==> src/rtl/sdram_arb_pkg.sv <==
// Shared types and constants for the two-port SDRAM arbiter.
// The watchdog constants are used only when SDRAM_ARB_TIMEOUT_EN is defined.
package sdram_arb_pkg;

    localparam int unsigned REQ_ADDR_W = 32;
    localparam int unsigned REQ_DATA_W = 32;
    localparam int unsigned REQ_STRB_W = REQ_DATA_W / 8;

    typedef enum logic [1:0] {
        IDLE  = 2'd0,
        ISSUE = 2'd1,
        WAIT  = 2'd2
    } state_t;

    typedef struct packed {
        logic                  we;
        logic [REQ_ADDR_W-1:0] addr;
        logic [REQ_DATA_W-1:0] wdata;
        logic [REQ_STRB_W-1:0] wstrb;
    } req_t;

    localparam logic [15:0] TIMEOUT_VAL  = 16'hFFFF;
    localparam logic [31:0] TIMEOUT_DATA = 32'hDEADBEEF;

endpackage

==> src/rtl/sdram_arb_rr_pick.sv <==
// Two-way round-robin picker; a full DMA run forces port 0 to win a tie.
module sdram_arb_rr_pick (
    input  logic [1:0] valids,
    input  logic       last_grant,
    input  logic       dma_run_full,
    output logic       grant
);

    always_comb begin
        grant = 1'b0;
        if (valids == 2'b10) begin
            grant = 1'b1;
        end else if (valids == 2'b11) begin
            grant = dma_run_full ? 1'b0 : ~last_grant;
        end
    end

endmodule

==> src/rtl/sdram_arbiter.sv <==
// Shares the SDRAM controller native port between the CPU bridge (port 0)
// and the SD DMA engine (port 1), one transaction in flight at a time.
// Optional watchdog: define SDRAM_ARB_TIMEOUT_EN.
module sdram_arbiter
    import sdram_arb_pkg::*;
#(
    parameter int unsigned ADDR_WIDTH  = 32,
    parameter int unsigned DATA_WIDTH  = 32,
    parameter int unsigned MAX_DMA_RUN = 4
) (
    input  logic                    i_sysclk,
    input  logic                    i_rst_n,
    input  logic                    i_p0_valid,
    output logic                    o_p0_ready,
    input  logic                    i_p0_we,
    input  logic [ADDR_WIDTH-1:0]   i_p0_addr,
    input  logic [DATA_WIDTH-1:0]   i_p0_wdata,
    input  logic [DATA_WIDTH/8-1:0] i_p0_wstrb,
    output logic                    o_p0_rsp_valid,
    output logic [DATA_WIDTH-1:0]   o_p0_rdata,
    input  logic                    i_p1_valid,
    output logic                    o_p1_ready,
    input  logic                    i_p1_we,
    input  logic [ADDR_WIDTH-1:0]   i_p1_addr,
    input  logic [DATA_WIDTH-1:0]   i_p1_wdata,
    input  logic [DATA_WIDTH/8-1:0] i_p1_wstrb,
    output logic                    o_p1_rsp_valid,
    output logic [DATA_WIDTH-1:0]   o_p1_rdata,
`ifdef SDRAM_ARB_TIMEOUT_EN
    output logic                    o_timeout,
`endif
    output logic                    o_mem_valid,
    input  logic                    i_mem_ready,
    output logic                    o_mem_we,
    output logic [ADDR_WIDTH-1:0]   o_mem_addr,
    output logic [DATA_WIDTH-1:0]   o_mem_wdata,
    output logic [DATA_WIDTH/8-1:0] o_mem_wstrb,
    input  logic                    i_mem_rsp_valid,
    input  logic [DATA_WIDTH-1:0]   i_mem_rdata
);

    localparam int unsigned STRB_W = DATA_WIDTH / 8;
    localparam int unsigned RUN_W  = $clog2(MAX_DMA_RUN + 1);

    state_t                  state_q, state_d;
    req_t                    cmd_q;
    logic                    last_grant_q;
    logic [RUN_W-1:0]        dma_run_q;
    logic                    mem_valid_q;
    logic                    pick;
    logic                    grant_fire;
    logic                    rsp_fire;
    logic                    timeout_fire;
    logic                    dma_run_full;
    logic [DATA_WIDTH-1:0]   rsp_data;

    assign dma_run_full = (dma_run_q == RUN_W'(MAX_DMA_RUN));

    sdram_arb_rr_pick u_pick (
        .valids       ({i_p1_valid, i_p0_valid}),
        .last_grant   (last_grant_q),
        .dma_run_full (dma_run_full),
        .grant        (pick)
    );

    assign grant_fire = (state_q == IDLE) && (i_p0_valid || i_p1_valid);
    assign o_p0_ready = grant_fire && !pick;
    assign o_p1_ready = grant_fire && pick;
    assign rsp_fire   = (state_q == WAIT) && i_mem_rsp_valid;

`ifdef SDRAM_ARB_TIMEOUT_EN
    logic [15:0] wd_q;

    // A genuine completion in the same cycle takes precedence over the watchdog.
    assign timeout_fire = (state_q != IDLE) && (wd_q == TIMEOUT_VAL) && !rsp_fire;

    always_ff @(posedge i_sysclk or negedge i_rst_n) begin
        if (!i_rst_n) begin
            wd_q      <= '0;
            o_timeout <= 1'b0;
        end else begin
            wd_q <= (state_q == IDLE) ? 16'd0 : wd_q + 16'd1;
            if (timeout_fire) o_timeout <= 1'b1;
        end
    end
`else
    assign timeout_fire = 1'b0;
`endif

    always_ff @(posedge i_sysclk or negedge i_rst_n) begin
        if (!i_rst_n) state_q <= IDLE;
        else          state_q <= state_d;
    end

    always_comb begin
        state_d = state_q;
        case (state_q)
            IDLE:    if (grant_fire) state_d = ISSUE;
            ISSUE:   if (timeout_fire) state_d = IDLE;
                     else if (i_mem_ready) state_d = WAIT;
            WAIT:    if (rsp_fire || timeout_fire) state_d = IDLE;
            default: state_d = IDLE;
        endcase
    end

    // Command register, grant pointer and registered mem_valid.
    always_ff @(posedge i_sysclk or negedge i_rst_n) begin
        if (!i_rst_n) begin
            cmd_q        <= '0;
            last_grant_q <= 1'b1;
            mem_valid_q  <= 1'b0;
        end else begin
            mem_valid_q <= (state_d == ISSUE);
            if (grant_fire) begin
                last_grant_q <= pick;
                if (pick) begin
                    cmd_q <= '{we: i_p1_we, addr: REQ_ADDR_W'(i_p1_addr),
                               wdata: REQ_DATA_W'(i_p1_wdata), wstrb: REQ_STRB_W'(i_p1_wstrb)};
                end else begin
                    cmd_q <= '{we: i_p0_we, addr: REQ_ADDR_W'(i_p0_addr),
                               wdata: REQ_DATA_W'(i_p0_wdata), wstrb: REQ_STRB_W'(i_p0_wstrb)};
                end
            end
        end
    end

    // Consecutive port-1 grants while port 0 is waiting.
    always_ff @(posedge i_sysclk or negedge i_rst_n) begin
        if (!i_rst_n) begin
            dma_run_q <= '0;
        end else if (!i_p0_valid) begin
            dma_run_q <= '0;
        end else if (grant_fire) begin
            if (!pick)              dma_run_q <= '0;
            else if (!dma_run_full) dma_run_q <= dma_run_q + RUN_W'(1);
        end
    end

    assign rsp_data = timeout_fire ? DATA_WIDTH'(TIMEOUT_DATA)
                    : (cmd_q.we ? '0 : i_mem_rdata);

    always_ff @(posedge i_sysclk or negedge i_rst_n) begin
        if (!i_rst_n) begin
            o_p0_rsp_valid <= 1'b0;
            o_p1_rsp_valid <= 1'b0;
            o_p0_rdata     <= '0;
            o_p1_rdata     <= '0;
        end else begin
            o_p0_rsp_valid <= 1'b0;
            o_p1_rsp_valid <= 1'b0;
            o_p0_rdata     <= '0;
            o_p1_rdata     <= '0;
            if (rsp_fire || timeout_fire) begin
                if (last_grant_q) begin
                    o_p1_rsp_valid <= 1'b1;
                    o_p1_rdata     <= rsp_data;
                end else begin
                    o_p0_rsp_valid <= 1'b1;
                    o_p0_rdata     <= rsp_data;
                end
            end
        end
    end

    assign o_mem_valid = mem_valid_q;
    assign o_mem_we    = cmd_q.we;
    assign o_mem_addr  = ADDR_WIDTH'(cmd_q.addr);
    assign o_mem_wdata = DATA_WIDTH'(cmd_q.wdata);
    assign o_mem_wstrb = STRB_W'(cmd_q.wstrb);

    a_rsp_only_in_wait: assert property (
        @(posedge i_sysclk) disable iff (!i_rst_n) i_mem_rsp_valid |-> (state_q == WAIT)
    ) else $error("i_mem_rsp_valid received outside WAIT");

endmodule

==> config.mk <==
export PLATFORM = sky130hd
export DESIGN_NAME = sdram_arbiter
export DESIGN_NICKNAME = d
export VERILOG_FILES = /design/src/rtl/sdram_arb_pkg.sv /design/src/rtl/sdram_arb_rr_pick.sv /design/src/rtl/sdram_arbiter.sv
export SDC_FILE = /design/constraint.sdc
export NUM_CORES = 1
export LEC_CHECK = 0
export CORE_ASPECT_RATIO = 1.4
export CORE_MARGIN = 8
export CORE_UTILIZATION = 39
export DETAILED_ROUTE_END_ITERATION = 16
export HOLD_SLACK_MARGIN = 0.06
export PLACE_DENSITY = 0.81
export SYNTH_ARGS = -nofsm -noshare
export SYNTH_HDL_FRONTEND = slang
export SYNTH_SLANG_ARGS = --single-unit
==> constraint.sdc <==
create_clock -name i_sysclk -period 2.1 [get_ports i_sysclk]
set_clock_uncertainty 0.05 [all_clocks]
set_input_delay 0.525 -clock i_sysclk [delete_from_list [all_inputs] [get_ports i_sysclk]]
set_output_delay 0.525 -clock i_sysclk [all_outputs]
set_load 0.005 [all_outputs]
# After elaboration in Yosys (flattened, before gate mapping)
# Cells that the tools add are included.
[totals] wordCells=51 output_inout_bits=138 reg_bits=142
[classes] bitwise=1 eq_ne=8 n_reduce_logical=8 n_mux=21 addsub=1
[op_table] op="two-way mux 32 bit" count=5
[op_table] op="two-way mux 69 bit" count=1
[op_table] op="two-way mux 3 bit" count=4
[op_table] op="two-way mux 1 bit" count=7
[op_table] op="equality test 2 bit, second input constant" count=3
[op_table] op="two-way mux 2 bit" count=3
[op_table] op="case mux 2 bit (3 select lines)" count=1
[op_table] op="equality test 2 x 1 -> 1 bit, second input constant" count=2
[op_table] op="logical AND 1 bit" count=4
[op_table] op="adder 3 x 1 -> 3 bit, second input constant" count=1
[op_table] op="equality test 3 bit, second input constant" count=1
[op_table] op="inequality test 3 bit, second input constant" count=1
[op_table] op="logical NOT 2 bit" count=1
[op_table] op="inequality test 2 x 1 -> 1 bit, second input constant" count=1
[op_table] op="AND reduction 2 bit" count=1
[op_table] op="logical NOT 1 bit" count=1
[op_table] op="logical OR 1 bit" count=1
[op_table] op="NOT 1 bit" count=1

# Logic depth before layout (Yosys ltp)
# Gate-level depths: netlist (run 1).
[depth] word_depth=7 depth_mapped=7 depth_no_buf=5

# Cells and area by module
# Synthesis (run 1) repeated with hierarchy kept, for this count alone.
[unflattened] hier_cells=439 hier_area_um2=6236.0
[by_module_without_submodules] module="sdram_arbiter" seq_area_each_um2=3554.7 n_inst=1 cells_each=437 area_each_um2=6224.7
[by_module_without_submodules] module="sdram_arb_rr_pick" seq_area_each_um2=0.0 n_inst=1 cells_each=2 area_each_um2=11.3

# Least setup slack after synthesis (run 1)
# No wires, ideal clock.
[synth_timing] kind="register -> output" startpoint="register dma_run_q[0]" endpoint="output o_p1_ready" path_stages_with_launch=7 arrival_ns=1.359 path_buffers=2 path_slack_ns=0.166 cell_sequence="dfrtp_1 > inv_1 > ha_1 > a21oi_1 > o211a_1 > buf_2 > buf_4"
[synth_between] elab_chain_len=5
[synth_lines] item="start, declared" line_no="sdram_arbiter.sv:48" source="logic [RUN_W-1:0] dma_run_q;"
[synth_lines] item="start signal, assigned" line_no="sdram_arbiter.sv:135" source="else if (!dma_run_full) dma_run_q <= dma_run_q + RUN_W'(1);"
[synth_lines] item="equality test 3 bit" line_no="sdram_arbiter.sv:57" source="assign dma_run_full = (dma_run_q == RUN_W'(MAX_DMA_RUN));"
[synth_lines] item="two-way mux 1 bit" line_no="sdram_arb_rr_pick.sv:14" source="grant = dma_run_full ? 1'b0 : ~last_grant;"
[synth_lines] item="two-way mux 1 bit" line_no="sdram_arb_rr_pick.sv:13" source="end else if (valids == 2'b11) begin"
[synth_lines] item="two-way mux 1 bit" line_no="sdram_arb_rr_pick.sv:11" source="if (valids == 2'b10) begin"
[synth_lines] item="logical AND 1 bit" line_no="sdram_arbiter.sv:68" source="assign o_p1_ready = grant_fire && pick;"
[synth_lines] item="end, declared" line_no="sdram_arbiter.sv:22" source="output logic o_p1_ready,"
# Every way passes these cells.

# Worst setup path in the final report (run 1)
[layout_timing] startpoint="register dma_run_q[0]" endpoint="output o_p0_ready"
[layout_between] elab_chain_len=6
[layout_lines] item="equality test 3 bit" line_no="sdram_arbiter.sv:57"
[layout_lines] item="two-way mux 1 bit" line_no="sdram_arb_rr_pick.sv:14"
[layout_lines] item="two-way mux 1 bit" line_no="sdram_arb_rr_pick.sv:13"
[layout_lines] item="two-way mux 1 bit" line_no="sdram_arb_rr_pick.sv:11"
[layout_lines] item="logical NOT 1 bit"
[layout_lines] item="logical AND 1 bit" line_no="sdram_arbiter.sv:67" source="assign o_p0_ready = grant_fire && !pick;"
[layout_lines] item="end, declared" line_no="sdram_arbiter.sv:14" source="output logic o_p0_ready,"
# Every way passes these cells.

==> results of run 1 <==
-- critical path, cell delays in order (launching register included) --
cell,delay [ns]
dfrtp_1,0.39
inv_2,0.08
ha_4,0.14
a21oi_4,0.06
buf_6,0.13
a211oi_4,0.23
buf_2,0.16
-- layer usage --
layer	vias to the layer above	global-route usage (%)
met5	-	0
met4	0	12.9
met3	49	6.88
met2	274	38.2
met1	2508	23.5
li1	2266	-
-- cell usage after synthesis (2+ instances only) --
cell	number	area (sq um)
nand2_1	3	11.3
buf_2	10	50.1
clkbuf_1	21	78.8
a21oi_1	3	15.0
buf_6	7	78.8
inv_1	6	22.5
dfrtp_1	141	3530
a221o_1	69	691
a21boi_0	69	518
nor2_1	65	244
nand2b_1	34	213
o21ai_0	2	10.0
ha_1	2	25.0
-- cells by family (layout without fill, tap and decap cells) --
group	count (synthesis)	after routing	share of synthesized area, %
buffers and inverters	46	377	4.30
flip-flops	142	142	63.0
AO/OA/AOI/OAI	150	150	23.1
adder cells (fa/ha/maj)	2	2	0.443
AND/OR/NAND/NOR	109	109	9.22
other	0	1	0
-- repair_timing --
action | 4_1_cts | 5_1_grt
endpoints found under the setup margin | 71 | 71
pin swaps | 4 | 1
setup buffers | 3 | 2
hold buffers | 1 | 0
gates resized for setup | 16 | 1
endpoints found under the hold margin | 38 | 0
cloned | 0 | 0
-- state kept, by name (all words and copies together) (netlist names) --
| signal | cells |
|---|---|
| o_p1_rdata | 32 |
| o_mem_addr | 32 |
| state_q | 2 |
| dma_run_q | 3 |
| last_grant_q | 1 |
| o_mem_valid | 1 |
| o_mem_wdata | 32 |
| o_mem_wstrb | 4 |
| o_p0_rsp_valid | 1 |
| o_p1_rsp_valid | 1 |
| o_p0_rdata | 32 |
| o_mem_we | 1 |
-- area by class of cell --
class / instances / area, sq um
antenna: 1 / 2.50
clock buffer: 17 / 425
clock inverter: 15 / 148
fill: 1085 / 4640
inverter: 6 / 22.5
multi-input combinational: 261 / 1890
sequential: 142 / 3550
tap: 189 / 236
timing repair buffer: 339 / 3390
-- per-stage QoR --
step | power [W] | instance area [sq um]
2_1_floorplan | 0.00600 | 5650
3_3_place_gp | 0.00836 | 9020
3_5_place_dp | 0.00857 | 9020
4_1_cts | 0.0116 | 9650
5_1_grt | 0.0122 | 9670
6_report | 0.0116 | 9670
-- power by group through the flow --
stage	combinational (W)	clock (W)	sequential (W)
2_1_floorplan	0.00205	0	0.00395
3_3_place_gp	0.00444	0	0.00392
3_5_place_dp	0.00465	0	0.00392
4_1_cts	0.00472	0.00299	0.00393
5_1_grt	0.00505	0.00313	0.00402
6_report	0.00471	0.00294	0.00393
-- final timing paths --
kind	end	slack, ns	depth (start not counted)
hold / removal	last_grant_q	0.50	1
hold reg to reg	last_grant_q	0.50	1
min in group asynchronous	o_p0_rdata[4]	0.55	2
setup reg to reg	o_mem_wdata[1]	-0.02	7
setup / recovery	o_p0_ready	-0.06	6
max in group asynchronous	o_mem_wdata[12]	0.77	3
==> summary.md, run 1 <==
| Metric | Value |
|---|---|
| Reg power frac | `33.9%` |
| Die height | `158 microns` |
| Worst vdd ir | `1.18 mV` |
| Fraction of registers with async set/reset | `100%` |
| Layout cells sized above 1 | `9.23%` |
| Cell Rows | `52` |
| Final setup vio count | `6` |
| PnR worst setup slack | `-0.0649 ns` |
| Antenna-violating nets left | `0` |
| DR vias/cell | `5.25` |
| Worst setup path startpoint | `dma_run_q[0]` |
| RD Place Congestion | `0.779` |
| Die ar. | `0.0186 sq mm` |
| Hold Crit Start | `last_grant_q` |
| Largest net degree at the start of global routing | `73` |
| DRC viols | `0` |
| PD cells | `1200 mW/mm^2` |
| Final TNS setup | `-0.165 ns` |
| Clock buffer count from CTS | `17` |
| Post-placement cell count | `932` |
| Post-synthesis cell type count | `30` |
| WL final | `20600 microns` |
| Reg clk slew, reported paths | `0.06 ns` |
| Slew margin rel. | `49.2%` |
| Worst EP arrival | `1.59 ns` |
| Top FF cell, synth | `dfrtp_1` |
| Boundary Pins | `314` |
| Met3 WL | `1460 microns` |
| Sw frac | `31.6%` |
| RSZ-0062 raised after global routing | `true` |
| Clock tree from TritonCTS | `done` |
| All-Layer GR Usage | `22.0%` |
| Fin crit share | `103%` |
| Yosys reg bits | `142` |
| Post-Route Utilization | `67.6%` |
| Synth Instances | `449` |
| Status | `complete, but fails checks` |
| Setup CP Type | `flop to primary output` |
| CTS sink count | `142` |
| Failing checks | `negative setup slack` |
| CTS H-tree lvls | `4` |
| WL/cell | `21.2 microns` |
| Most frequent cells in the layout | `310 x clkdlybuf4s50_1, 141 x dfrtp_1, 69 x a21boi_0, 69 x a221o_1, 64 x nor2_1` |
| DP Worst Slack | `-0.350 ns` |
| Total grt overflow | `0` |
| Post-Syn Area | `0.00565 sq mm` |
| Initial antenna violation count | `0` |
| Fin Hold WS | `0.497 ns` |
| CP startpoint kind | `flop` |
| Initial Util | `39.4%` |
| Number of global-route vias before repair | `5815` |
| Worst-case clock buffer depth | `2` |
| Mean Syn Cell Area | `12.6 sq um` |
| Final min period | `2.16 ns` |
| Clock Latency Late Sink | `0.41 ns` |
| Clock power share | `25.4%` |
| Final net count | `945` |
| Reg-to-reg startpoint | `dma_run_q[0]` |
| Count of pins over their slew limit | `0` |
| Commonest non-fill, non-tap cell in the layout | `clkdlybuf4s50_1` |
| Root Driver | `clkbuf_16` |
| Port bufs | `313` |
| Final hold viol count | `0` |
| Max Freq | `462 MHz` |
| LEAKAGE | `4.14 nW` |
| Max-cap violations | `0` |
| DR vias | `5097` |
| Worst slew pin tran | `0.762 ns` |
| EDFF count, synth | `0` |
| Syn_nets | `627` |
| Post-DP HPWL | `15100 microns` |
| Layout area overhead | `71.3%` |
| Pre-Repair DR Iteration Count | `4` |
| P_int | `0.00791 W` |
| Combinational share of power | `40.7%` |
| Crit path capture type | `primary output` |
| WL met1 | `7610 microns` |
| Register area share after synthesis | `63.0%` |
| WP data required | `1.52 ns` |
| Global-route wire length before repair | `32400 microns` |
| Core area | `0.0143 sq mm` |
| Synth warn | `0` |
| Hold crit path type | `flop to flop` |
| First DRT Iteration DRCs | `283` |
| Critical path fanouts, max | `2` |
| Met2 routed WL | `10600 microns` |
| Top layer in use | `met4` |
| Die Wd | `118 microns` |
| Post-Layout Cell Count | `970` |
| Psw | `0.00366 W` |
Power figures use the tool's default switching activity.
==> run 2, diff against run 1 <==
--- a/config.mk
+++ b/config.mk
@@ -11,6 +11,7 @@
 export DETAILED_ROUTE_END_ITERATION = 16
 export HOLD_SLACK_MARGIN = 0.06
 export PLACE_DENSITY = 0.81
+export REMOVE_ABC_BUFFERS = 1
 export SYNTH_ARGS = -nofsm -noshare
 export SYNTH_HDL_FRONTEND = slang
 export SYNTH_SLANG_ARGS = --single-unit
==> run 2 against run 1 <==
Effect of this change: non-clock buffer count increased by 2; worst hold slack improved by 0.061 ns; sequential cell count unchanged; register-to-register slack improved by 0.14 ns; the flow now finishes without violations; final area increased by 0.58%; count of clock-buffer cells in the layout increased by 2; maximum frequency increased by 5.0%.
==> summary.md, run 2 (synthesis gave the netlist of run 1 again) <==
| Metric | Value |
|---|---|
| Status | `completed` |
| CTS sink count | `142` |
| Clock Latency Late Sink | `0.41 ns` |
| Worst-case clock buffer depth | `2` |
| Number of global-route vias before repair | `5642` |
| Worst EP arrival | `1.49 ns` |
| Total Power | `0.0117 W` |
| WP data required | `1.52 ns` |
| Global-route wire length before repair | `33000 microns` |
| Initial Util | `39.4%` |
| Antenna-violating nets left | `0` |
| Crit path capture type | `primary output` |
| Clock buffer count from CTS | `17` |
| Total grt overflow | `0` |
| All-Layer GR Usage | `22.9%` |
| Hold crit path type | `primary input to asynchronous set/reset pin` |
| Final setup vio count | `0` |
| CP startpoint kind | `flop` |
| Port bufs | `313` |
| CTS H-tree lvls | `4` |
| Root Driver | `clkbuf_16` |
| DR vias | `5136` |
| LEAKAGE | `4.16 nW` |
| Setup CP Type | `flop to primary output` |
| Final net count | `947` |
| WL final | `21600 microns` |
| Met3 WL | `2180 microns` |
| PD cells | `1200 mW/mm^2` |
| Slew margin rel. | `46.7%` |
| Final hold viol count | `0` |
| Top layer in use | `met4` |
| Final min period | `2.06 ns` |
| Worst vdd ir | `0.670 mV` |
| Reg clk slew, reported paths | `0.07 ns` |
| Initial antenna violation count | `1` |
| Post-DP HPWL | `15700 microns` |
| DR vias/cell | `5.28` |
| Layout cells sized above 1 | `9.59%` |
| RSZ-0062 raised after global routing | `true` |
| RD Place Congestion | `0.881` |
| Fin crit share | `98.1%` |
| Core area | `0.0143 sq mm` |
| Final TNS setup | `0 ns` |
| Pre-Repair DR Iteration Count | `5` |
| Max-cap violations | `0` |
| Largest net degree at the start of global routing | `73` |
| First DRT Iteration DRCs | `330` |
| Cell Rows | `52` |
| Reg-to-reg startpoint | `dma_run_q[1]` |
| Commonest non-fill, non-tap cell in the layout | `clkdlybuf4s50_1` |
| Clock tree from TritonCTS | `done` |
| Layout area overhead | `72.3%` |
| Critical path fanouts, max | `3` |
| DRC viols | `0` |
| Die ar. | `0.0186 sq mm` |
| Boundary Pins | `314` |
| Worst setup path startpoint | `dma_run_q[1]` |
| Die height | `158 microns` |
| Most frequent cells in the layout | `309 x clkdlybuf4s50_1, 141 x dfrtp_1, 69 x a21boi_0, 69 x a221o_1, 64 x nor2_1` |
| Fill cells | `1040` |
| WL/cell | `22.2 microns` |
| WL met1 | `7730 microns` |
| Met2 routed WL | `11000 microns` |
| Worst slew pin tran | `0.799 ns` |
| Max Freq | `485 MHz` |
| Die Wd | `118 microns` |
| Count of pins over their slew limit | `0` |
==> run 2: cell type report <==
cell class,instances,area (sq um),share of cell area (%)
clock inverters,13,153,1.57
diodes,1,2.50,0.0257
multi-input cells,261,1890,19.4
flip-flops and latches,142,3550,36.5
clock buffers,19,453,4.66
well taps,189,236,2.43
inverters,6,22.5,0.232
repair buffers,341,3420,35.1
==> run 2: critical path, stage by stage (launching register included) <==
cell and delay (ns):
dfrtp_1 0.39, inv_2 0.08, ha_4 0.14, a21oi_4 0.06
a211oi_4 0.26, buf_6 0.15
==> run 2: path summary, 6_finish.rpt <==
kind / to / slack, ns / cells after the start
max: o_p0_ready / 0.04 / 5
min: o_mem_addr[22] / 0.56 / 2
max reg2reg: o_mem_wdata[20] / 0.12 / 6
min reg2reg: last_grant_q / 0.62 / 2
max in group asynchronous: last_grant_q / 0.80 / 3
min in group i_sysclk: dma_run_q[2] / 0.62 / 3
==> run 2: timing repair <==
action	in CTS	in global routing
gates resized for setup	19	4
pin swaps	4	3
setup endpoints to repair	72	49
buffers inserted	1	3
hold buffers	1	0
endpoints found under the hold margin	39	0
==> run 2: stage by stage <==
step | cells | hold WS, ns | setup WS, ns | utilization, % | area, sq um
6_report | 972 | 0.558 | 0.0389 | 68.0 | 9730
3_5_place_dp | 934 | 0.436 | -0.457 | 63.2 | 9040
3_3_place_gp | 934 | 0.426 | -0.451 | 63.2 | 9040
5_1_grt | 972 | 0.602 | -0.0119 | 68.0 | 9730
4_1_cts | 968 | 0.554 | 0.000244 | 67.7 | 9700
2_1_floorplan | 409 | 0.179 | -1.98 | - | 5430
==> run 2: per-layer routing <==
metal	GRT usage, %	vias to the layer above
met4	10.0	0
li1	-	2276
met3	9.69	45
met2	39.7	274
met1	23.9	2541
met5	0	-
==> run 2: power by group <==
part / switching, W / internal [W]
clock: 0.00121 / 0.00184
combinational: 0.00199 / 0.00275
sequential: 0.000401 / 0.00351
total: 0.00360 / 0.00809
==> run 3, diff against run 2 <==
==> constraint.sdc (replaced) <==
create_clock -name i_sysclk -period 2.1 [get_ports i_sysclk]
set_clock_uncertainty 0.05 [all_clocks]
set_input_delay 0.21 -clock i_sysclk [delete_from_list [all_inputs] [get_ports i_sysclk]]
set_output_delay 0.21 -clock i_sysclk [all_outputs]
set_load 0.005 [all_outputs]
==> run 3 against run 2 <==
Effect of this change: worst setup slack better by 0.036 ns; die area stayed put; via count about the same; global-route usage decreased by 0.091 points; clock power barely moved; cell count fell by 1.0%; non-clock buffer count is 10 lower; count of clock-buffer cells in the layout decreased by 2; sequential share of layout area rose by 0.45 points; critical path type unchanged; critical endpoint is now o_p1_ready.
==> summary.md, run 3 (synthesis gave the netlist of run 1 again) <==
| Metric | Value |
|---|---|
| Commonest non-fill, non-tap cell in the layout | `clkdlybuf4s50_1` |
| DP Worst Slack | `-0.216 ns` |
| Max-cap violations | `0` |
| Core area | `0.0143 sq mm` |
| Status | `completed` |
| RSZ-0062 raised after global routing | `false` |
| Antenna-violating nets left | `0` |
| Port bufs | `313` |
| Final net count | `937` |
| Top layer in use | `met4` |
| Met2 routed WL | `10800 microns` |
| Post-Layout Cell Count | `962` |
| Post-Route Utilization | `67.1%` |
| DR vias/cell | `5.33` |
| R2R cell count | `6` |
| Initial Util | `39.4%` |
| Reg-to-reg setup timing slack | `0.14 ns` |
| DRC viols | `0` |
| Setup CP Type | `flop to primary output` |
| Die Wd | `118 microns` |
| Most frequent cells in the layout | `310 x clkdlybuf4s50_1, 141 x dfrtp_1, 69 x a21boi_0, 69 x a221o_1, 64 x nor2_1` |
| Final hold viol count | `0` |
| Clock buffer count from CTS | `17` |
| Fill cells | `1021` |
| Global-route wire length before repair | `33000 microns` |
| Hold crit path type | `primary input to asynchronous set/reset pin` |
| Multi-input gate area | `0.00188 sq mm` |
| Die height | `158 microns` |
| Total grt overflow | `0` |
| Final min period | `2.02 ns` |
| Worst-case clock buffer depth | `2` |
| Fin crit share | `96.4%` |
| WL/cell | `22.3 microns` |
| Max Freq | `494 MHz` |
| Number of global-route vias before repair | `5597` |
| CP startpoint kind | `flop` |
| Layout area overhead | `70.2%` |
| Pre-Repair DR Iteration Count | `4` |
| DR vias | `5131` |
| Crit path capture type | `primary output` |
| Final setup vio count | `0` |
| Met3 WL | `2160 microns` |
| Worst setup path startpoint | `dma_run_q[0]` |
| FF-to-FF End | `o_mem_wdata[13]` |
| RD Place Congestion | `0.871` |
| Layout cells sized above 1 | `8.03%` |
| Reg-to-reg startpoint | `dma_run_q[0]` |
| Worst EP arrival | `1.76 ns` |
| CTS H-tree lvls | `4` |
| Worst vdd ir | `0.626 mV` |
| Boundary Pins | `314` |
| Post-DP HPWL | `15800 microns` |
| FF+latch area | `0.00355 sq mm` |
| Reg clk slew, reported paths | `0.06 ns` |
| WL met1 | `7810 microns` |
| CTS sink count | `142` |
| Largest net degree at the start of global routing | `73` |
| Clock Latency Late Sink | `0.41 ns` |
| Worst slew pin tran | `0.552 ns` |
| All-Layer GR Usage | `22.8%` |
| WL final | `21500 microns` |
| First DRT Iteration DRCs | `361` |
| Count of pins over their slew limit | `0` |
| PnR worst setup slack | `0.0753 ns` |
| Critical path fanouts, max | `4` |
| Cell Rows | `52` |
| Die ar. | `0.0186 sq mm` |
| WP data required | `1.84 ns` |
| Clock tree from TritonCTS | `done` |
| Initial antenna violation count | `0` |
| PD cells | `1210 mW/mm^2` |
| Root Driver | `clkbuf_16` |
| LEAKAGE | `4.10 nW` |
| Slew margin rel. | `63.2%` |
| Post-placement cell count | `927` |
==> run 3: repair_timing <==
| item | 4_1_cts | 5_1_grt |
|---|---|---|
| setup buffers | 0 | 1 |
| hold endpoints to repair | 46 | 0 |
| endpoints found under the setup margin | 68 | 1 |
| pin swaps | 1 | 1 |
| gates resized for setup | 10 | 2 |
| cloned | 0 | 0 |
| hold buffers | 1 | 0 |
==> run 3: per-layer routing <==
layer | up-vias | GRT usage (%)
li1 | 2258 | -
met1 | 2543 | 24.2
met2 | 285 | 39.0
met3 | 45 | 9.87
met4 | 0 | 9.73
met5 | - | 0
==> run 3: how the worst max path moves through the flow <==
| stage | to | slack [ns] | cells past startpoint |
|---|---|---|---|
| after floorplan | o_mem_addr[0] | -1.81 | 3 |
| after global placement | o_mem_addr[4] | -0.03 | 6 |
| after detailed placement | o_mem_wdata[12] | -0.22 | 6 |
| after CTS | o_p1_ready | 0.01 | 5 |
| after global routing | o_p1_ready | 0.01 | 5 |
| final | o_p1_ready | 0.08 | 5 |
==> run 3: cell type report <==
type / count / area share, %
sequential: 142 / 37.0
timing repair buffer: 331 / 34.4
multi-input combinational: 261 / 19.5
clock buffer: 17 / 4.43
tap: 189 / 2.46
clock inverter: 15 / 1.89
inverter: 6 / 0.234
antenna: 1 / 0.0260
==> run 3: through the flow <==
step	power (W)	TNS (ns)	hold slack (ns)	area, sq um
detailed placement	0.00857	-13.12	0.136	8960
global placement	0.00836	-1.82	0.132	8960
global route	0.0123	0	0.290	9610
finish	0.0117	0	0.248	9610
floorplan	0.00581	-132.10	-0.136	5430
CTS	0.0117	0	0.260	9590
==> run 3: power by group <==
part / switching (W) / internal, W
registers: 0.000417 / 0.00351
clock network: 0.00120 / 0.00188
logic: 0.00197 / 0.00270
total: 0.00358 / 0.00809
==> run 3: worst max-delay path, cell delays in order, from the launching register on <==
cell	delay [ns]
dfrtp_1	0.36
inv_1	0.09
ha_2	0.22
a21oi_4	0.23
o211a_4	0.20
clkdlybuf4s15_2	0.25
